`src/rtl/z3_slave_seq_pkg.sv`:
```
// Shared definitions for the Zorro III slave-cycle sequencer: state encoding and field widths.
package z3_slave_seq_pkg;

    localparam int REGION_IDX_W = 4;
    localparam int TMO_CNT_W    = 8;

    typedef enum logic [2:0] {
        Z3_IDLE  = 3'd0,
        Z3_START = 3'd1,
        Z3_DATA  = 3'd2,
        Z3_END   = 3'd3,
        Z3_ERR   = 3'd4
    } z3_state_e;

endpackage

```
`src/rtl/z3_sync.sv`:
```
// Single-bit multi-flop synchroniser with asynchronous clear, used for the raw DS_n/DOE bus strobes.
module z3_sync #(
    parameter int STAGES = 2
) (
    input  logic CLK,
    input  logic RESET_n,
    input  logic d,
    output logic q
);

    logic [STAGES-1:0] sh;

    always_ff @(posedge CLK or negedge RESET_n) begin
        if (!RESET_n) sh <= '0;
        else          sh <= {sh[STAGES-2:0], d};
    end

    assign q = sh[STAGES-1];

endmodule

```
`src/rtl/z3_slave_seq.sv`:
```
// Zorro III slave-cycle sequencer serving NUM_REGIONS decoded targets through a req/ack handshake.
// Optional data-phase timeout with BERR is enabled by defining Z3_SLAVE_TIMEOUT_EN.
module z3_slave_seq
    import z3_slave_seq_pkg::*;
#(
    parameter int NUM_REGIONS    = 8,
    parameter int SYNC_STAGES    = 2,
    parameter int TIMEOUT_CYCLES = 255
) (
    input  logic                    CLK,
    input  logic                    RESET_n,
    input  logic                    bfcs,
    input  logic                    match,
    input  logic                    validspace,
    input  logic                    ds_active,
    input  logic                    doe,
    input  logic [NUM_REGIONS-1:0]  region_sel,
    input  logic [NUM_REGIONS-1:0]  region_ack,
    output logic [NUM_REGIONS-1:0]  region_req,
    output logic [3:0]              cur_region,
    output logic                    dtack,
    output logic                    slave,
    output logic                    berr
);

    if (NUM_REGIONS < 1 || NUM_REGIONS > 16 || SYNC_STAGES < 2 || SYNC_STAGES > 4 ||
        TIMEOUT_CYCLES < 1 || TIMEOUT_CYCLES > 255) begin : g_param_err
        $error("z3_slave_seq: parameter out of range");
    end

    function automatic logic [REGION_IDX_W-1:0] lowest_idx(input logic [NUM_REGIONS-1:0] v);
        lowest_idx = '0;
        for (int i = NUM_REGIONS - 1; i >= 0; i--)
            if (v[i]) lowest_idx = REGION_IDX_W'(i);
    endfunction

    z3_state_e                state, state_n;
    logic [NUM_REGIONS-1:0]   sel_oh, oh_n;
    logic [REGION_IDX_W-1:0]  idx_n;
    logic [1:0]               raw, syn;
    logic                     ds_sync, doe_sync;
    logic                     start_cond, ack_hit;

    assign raw = {doe, ds_active};

    for (genvar i = 0; i < 2; i++) begin : g_sync
        z3_sync #(.STAGES(SYNC_STAGES)) u_sync (
            .CLK     (CLK),
            .RESET_n (RESET_n),
            .d       (raw[i]),
            .q       (syn[i])
        );
    end

    assign ds_sync  = syn[0];
    assign doe_sync = syn[1];

    assign start_cond = !bfcs && match && validspace && (|region_sel);
    assign idx_n      = lowest_idx(region_sel);

    always_comb begin
        oh_n = '0;
        for (int i = 0; i < NUM_REGIONS; i++)
            oh_n[i] = (REGION_IDX_W'(i) == idx_n);
    end

    // Only the latched region's ack can complete the cycle.
    assign ack_hit = |(region_ack & sel_oh);

`ifdef Z3_SLAVE_TIMEOUT_EN
    localparam logic [TMO_CNT_W-1:0] TMO_LAST = TMO_CNT_W'(TIMEOUT_CYCLES - 1);
    logic [TMO_CNT_W-1:0] cnt;

    // Counts completed DATA cycles; zero on every DATA entry, saturating.
    always_ff @(posedge CLK or negedge RESET_n) begin
        if (!RESET_n)                cnt <= '0;
        else if (state != Z3_DATA)   cnt <= '0;
        else if (cnt != '1)          cnt <= cnt + TMO_CNT_W'(1);
    end
`endif

    always_ff @(posedge CLK or negedge RESET_n) begin
        if (!RESET_n) begin
            state      <= Z3_IDLE;
            cur_region <= '0;
            sel_oh     <= '0;
        end else begin
            state <= state_n;
            if (state == Z3_IDLE && start_cond) begin
                cur_region <= idx_n;
                sel_oh     <= oh_n;
            end
        end
    end

    always_comb begin
        state_n = state;
        unique case (state)
            Z3_IDLE:  if (start_cond)                state_n = Z3_START;
            Z3_START: if (bfcs)                      state_n = Z3_IDLE;
                      else if (ds_sync && doe_sync)  state_n = Z3_DATA;
            Z3_DATA:  if (bfcs)                      state_n = Z3_IDLE;
                      else if (ack_hit)              state_n = Z3_END;
`ifdef Z3_SLAVE_TIMEOUT_EN
                      else if (cnt >= TMO_LAST)      state_n = Z3_ERR;
`endif
            Z3_END:   if (bfcs)                      state_n = Z3_IDLE;
`ifdef Z3_SLAVE_TIMEOUT_EN
            Z3_ERR:   if (bfcs)                      state_n = Z3_IDLE;
`endif
            default:                                 state_n = Z3_IDLE;
        endcase
    end

    always_comb begin
        region_req = '0;
        if (state == Z3_START || state == Z3_DATA || state == Z3_END)
            region_req = sel_oh;
    end

    assign dtack = (state == Z3_END);

`ifdef Z3_SLAVE_TIMEOUT_EN
    assign berr = (state == Z3_ERR);
`else
    assign berr = 1'b0;
`endif

    // Reset gating keeps SLAVE_n released while IORST_n is asserted.
    assign slave = RESET_n && (start_cond || (state != Z3_IDLE && !bfcs));

endmodule

```
`config.mk`:
```
export PLATFORM = sky130hd
export DESIGN_NAME = z3_slave_seq
export DESIGN_NICKNAME = d
export VERILOG_FILES = /design/src/rtl/z3_slave_seq_pkg.sv /design/src/rtl/z3_sync.sv /design/src/rtl/z3_slave_seq.sv
export SDC_FILE = /design/constraint.sdc
export NUM_CORES = 1
export LEC_CHECK = 0
export BUFFER_PORTS_ARGS = -buffer_cell sky130_fd_sc_hd__buf_2
export CORE_AREA = 2 2 47 49
export DETAILED_ROUTE_END_ITERATION = 16
export DIE_AREA = 0 0 49 51
export PLACE_DENSITY = 0.77
export SKIP_CTS_REPAIR_TIMING = 1
export SLEW_MARGIN = 5
export SYNTH_ARGS = -nofsm -noshare
export SYNTH_HDL_FRONTEND = slang
export SYNTH_HIERARCHICAL = 1
export SYNTH_SLANG_ARGS = --single-unit
```
`constraint.sdc`:
```
create_clock -name CLK -period 2.4 [get_ports CLK]
set_input_delay 0 -clock CLK [delete_from_list [all_inputs] [get_ports CLK]]
set_output_delay 0 -clock CLK [all_outputs]
set_load 0.05 [all_outputs]
```
## Yosys cells after proc, flatten, opt, wreduce, memory -nomap -nowiden

Cells that the tools add are included.

- Flip-flop bits (word level): 19
- Input port bits: 23
- Output and inout bits: 15
- Word-level logic and storage cells: 53

- Equality and inequality tests: 14
- Mux-type cells: 16
- Bitwise gates (word level): 1
- Reductions and logical operators: 17

Operator list:

| operator | number |
|---|---|
| $mux 3 | 8 |
| $mux 4 | 6 |
| $eq 3x4->1 const A | 4 |
| $reduce_or 8->1 | 2 |
| $pmux 3 s4 | 1 |
| $and 8x8->8 | 1 |
| $eq 2x4->1 const A | 2 |
| $mux 8 | 1 |
| $logic_and 1x1->1 | 7 |
| $eq 3x2->1 const B | 2 |
| $ne 3x3->1 const B | 2 |
| $eq 1x4->1 const A | 1 |
| $logic_not 4->1 | 1 |
| $ne 2x2->1 const B | 2 |
| $reduce_and 4->1 | 1 |
| $eq 3x1->1 const B | 1 |
| $logic_not 3->1 | 1 |
| $logic_or 1x1->1 | 3 |
| $reduce_bool 3->1 | 1 |
| $logic_not 1->1 | 1 |

## Logic depth before layout (Yosys ltp)

- Depth in word-level cells: 9
- Mapped depth: 6
- Depth with buffers taken out: 4

## Cells and area by module

The synthesis kept the hierarchy.

By module, submodules not included:

| module | times used | cells each | area an instance (um^2) | seq. area each (um^2) |
|---|---|---|---|---|
| z3_slave_seq | 1 | 86 | 754.5 | 325.3 |
| z3_sync | 2 | 2 | 50.0 | 50.0 |

## Worst setup path after synthesis

OpenSTA, ideal clock, no wires.

- Kind: reg-to-reg
- Start: register state[1]
- End: register sel_oh[3]
- Library setup time: 76 ps
- Arrival: 1665 ps
- Data required time: 2324 ps
- Slack: 659 ps
- Cell stages (with the launch flop): 6
- Period minus slack after synthesis: 1741 ps
- Path through: dfrtp_1 or3_1 a211o_1 buf_6 or4_1 o21ai_1

- Cells in the longest elaborated chain, start to end: 2

RTL lines:

| element | line | text |
|---|---|---|
| from (decl) | z3_slave_seq.sv:37 | `z3_state_e state, state_n;` |
| from (signal assigned) | z3_slave_seq.sv:88 | `state <= state_n;` |
| $logic_not 3->1 | z3_slave_seq.sv:89 | `if (state == Z3_IDLE && start_cond) begin` |
| $logic_and 1x1->1 | z3_slave_seq.sv:89 |  |
| to (signal assigned) | z3_slave_seq.sv:91 | `sel_oh <= oh_n;` |
| to (decl) | z3_slave_seq.sv:38 | `logic [NUM_REGIONS-1:0] sel_oh, oh_n;` |

No other way between the ends.
A chain may end at the register's enable or synchronous reset.

## Worst setup path in the final report

Ends and elaborated chain as after synthesis.

==> qor_table.md <==
| Parameter | This run | Unit |
|---|---|---|
| Number of global-route vias before repair | 732 | - |
| H-tree lvl count | 1 | - |
| Worst path arrival time | 2180 | ps |
| Die extent in x | 49 | microns |
| Average detailed-routed wire length per instance | 12.3 | microns |
| Number of antenna violations at the first check in global routing | 0 | - |
| Crit path capture type | register | - |
| Fin crit period | 1960 | ps |
| Share of synthesized registers carrying an async set or reset | 100 | % |
| Type of origin of the critical path | register | - |
| Clock skew | 3.17 | ps |
| Row cnt | 17 | - |
| Remaining antenna violation count after routing | 0 | - |
| Global-route wire length before repair | 3.02 | mm |
| Ratio of total power to cell area | 563 | nW/um^2 |
| Aggregate global-route resource usage | 16.1 | % |
| Crit-path max FO | 20 | - |
| Detail-routed via count per cell | 5.20 | - |
| Number of setup violations in the final report | 0 | - |
| Setup repair after global routing missed its margin | false | - |
| Headroom to the max-slew limit | 58.5 | % |
| Maximum number of pins on one net before global-route repair | 21 | - |
| Remaining routing DRC violations | 0 | - |
| Setup CP Type | reg2reg | - |
| Clock transition time at the flip-flop clock pins of the worst setup and hold paths | 90 | ps |
| Count of pins over their slew limit | 0 | - |
| Number of buffers on the longest clock path | 2 | - |
| Total power after layout | 0.622 | mW |
| Beginning of the worst hold path | region_sel[2] | - |
| Final wirelength | 1.94 | mm |
| Later-pin clock latency in the skew report | 280 | ps |
| Via count | 821 | - |
| RD Place Congestion | 0.727 | - |
| Critical path required time | 2610 | ps |
| Most used flip-flop cell after synthesis | sky130_fd_sc_hd__dfrtp_1 | - |
| Number of DRC markers in iteration 0 | 20 | - |
| Total of flip-flops plus latches after synthesis | 17 | - |
| Clock Sink Count | 17 | - |
| Netlist area before placement | 855 | sq um |
| Yosys warns | 6 | - |
| TritonCTS clock tree | yes | - |
| Mean Syn Cell Area | 9.50 | sq um |
| Critical Path Source | state[1] | - |
| Highest-count cells in the layout ignoring fill and taps | sky130_fd_sc_hd__buf_2 (35), sky130_fd_sc_hd__dfrtp_1 (17), sky130_fd_sc_hd__nand2_1 (14) | - |
| Worst Tran Pin Value | 614 | ps |
| Most common library cell in the layout ignoring fill and taps | sky130_fd_sc_hd__buf_2 | - |
| I/O pin count | 38 | - |
| Total congestion overflow after global routing | 0 | - |
| Area growth from synthesis to final layout | 29.3 | % |
| Cell chosen for the clock root | sky130_fd_sc_hd__clkbuf_4 | - |
| PortBufs | 35 | - |
| Count of flip-flops with a built-in enable after synthesis | 0 | - |
| Share of the clock period used by the worst path after layout | 81.8 | % |
| Total Nets Final | 154 | - |
| Std-Cell Core Area | 2060 | sq um |
| Sequential area share after synthesis | 49.8 | % |
| Hold WC Path Type | in2reg | - |
| Worst reg2reg endpoint | sel_oh[3] | - |
| Die height | 51 | microns |
| HPWL Detailed | 1.52 | mm |
| Die Footprint | 2500 | sq um |
| Final hold viol count | 0 | - |
| Worst reg-to-reg setup slack | 440 | ps |
| Number of diodes | 0 | - |
| Synthesized instance count | 90 | - |
| Max Cap Viol | 0 | - |
| Cells on worst reg2reg path | 4 | - |
| Depth of the worst hold-timing path | 3 | - |
| DRT Pass-1 Iters | 4 | - |
| Total CTS buffers | 3 | - |
| Run status | finished, final reports clean | - |
| Proportion of layout cells with a drive suffix above 1 | 30.0 | % |
| IR drop worst, VDD | 0.370 | mV |
| Startpoint of the most critical register-to-register path | state[1] | - |
| Leakage | 0.539 | nW |
| Distinct cell type count of the synthesized netlist | 32 | - |
| Highest Clock Rate | 509 | MHz |
| Summed negative setup slack over all endpoints | 0 | ps |
| Starting utilization of the core area | 41.4 | % |
| Worst Hold Endpoint | sel_oh[2] | - |
## layout make-up
cell class | count | area, sq um
inverters | 2 | 7.51
well taps | 28 | 35.0
clock buffers | 4 | 26.3
repair buffers | 39 | 215
flip-flops and latches | 17 | 425
multi-input cells | 68 | 395
fillers | 190 | 958
## kinds of logic after synthesis
logic type | Yosys count | synth area share, %
AO/OA/AOI/OAI | 27 | 22.1
flip-flops | 17 | 49.8
other | 1 | 0.439
buffers and inverters | 6 | 4.39
AND/OR/NAND/NOR | 39 | 23.3
## sequential cells by signal (all words and copies together), names as in the netlist
| signal | cells |
|---|---|
| sel_oh | 8 |
| g_sync.u_sync/sh | 4 |
| cur_region | 3 |
| state | 2 |
## worst max-delay path, cell delays in order, from the launching register on
cell,delay (ps)
sky130_fd_sc_hd__dfrtp_1,430
sky130_fd_sc_hd__or3_1,390
sky130_fd_sc_hd__a211o_1,490
sky130_fd_sc_hd__or4_1,470
sky130_fd_sc_hd__o21ai_1,120
## report_power, final
group	switching [mW]	total [mW]	internal (mW)
Combinational	0.0985	0.151	0.0525
Clock	0.0818	0.146	0.0644
Sequential	0.0158	0.325	0.309
## cells in the mapped netlist (2+ instances only)
library cell / n / area share, %
sky130_fd_sc_hd__a22oi_1: 2 / 1.8
sky130_fd_sc_hd__buf_4: 2 / 1.8
sky130_fd_sc_hd__dfrtp_1: 17 / 50
sky130_fd_sc_hd__nand2_1: 14 / 6.1
sky130_fd_sc_hd__o21ai_0: 7 / 4.1
sky130_fd_sc_hd__a21oi_1: 3 / 1.8
sky130_fd_sc_hd__o31ai_1: 3 / 2.6
sky130_fd_sc_hd__nor2b_1: 9 / 6.6
sky130_fd_sc_hd__nor2_1: 7 / 3.1
sky130_fd_sc_hd__a22o_1: 2 / 2.1
sky130_fd_sc_hd__inv_1: 2 / 0.88
sky130_fd_sc_hd__nor4_1: 2 / 1.5
## stage by stage
step                      utilization (%)  instance area [sq um]  hold slack, ps  setup WS, ps  std cells
after CTS                            51.6                   1060            -373           433        154
after floorplan                         -                    858            -296           659         91
after global routing                 53.5                   1100            44.5           310        158
final                                53.5                   1100            25.5           437        158
after detailed placement             50.3                   1040           -59.9           457        150
after global placement               50.3                   1040           -70.2           507        150
## routing by layer
metal  global-route usage [%]  vias to the layer above  part of all wire, %
li1                         -                      403                    -
met1                     19.1                      382                   43
met2                     26.3                       34                   51
met3                     2.92                        2                  5.2
met4                     11.9                        0                 0.98
met5                        0                        -                    0
## worst max-delay path by stage
stage	end	slack, ps	cells past startpoint
2_1_floorplan	sel_oh[3]	660	5
3_3_place_gp	sel_oh[3]	510	4
3_5_place_dp	sel_oh[3]	460	4
4_1_cts	sel_oh[3]	430	4
5_1_grt	sel_oh[3]	310	4
6_report	sel_oh[3]	440	4
Power figures use the tool's default switching activity.
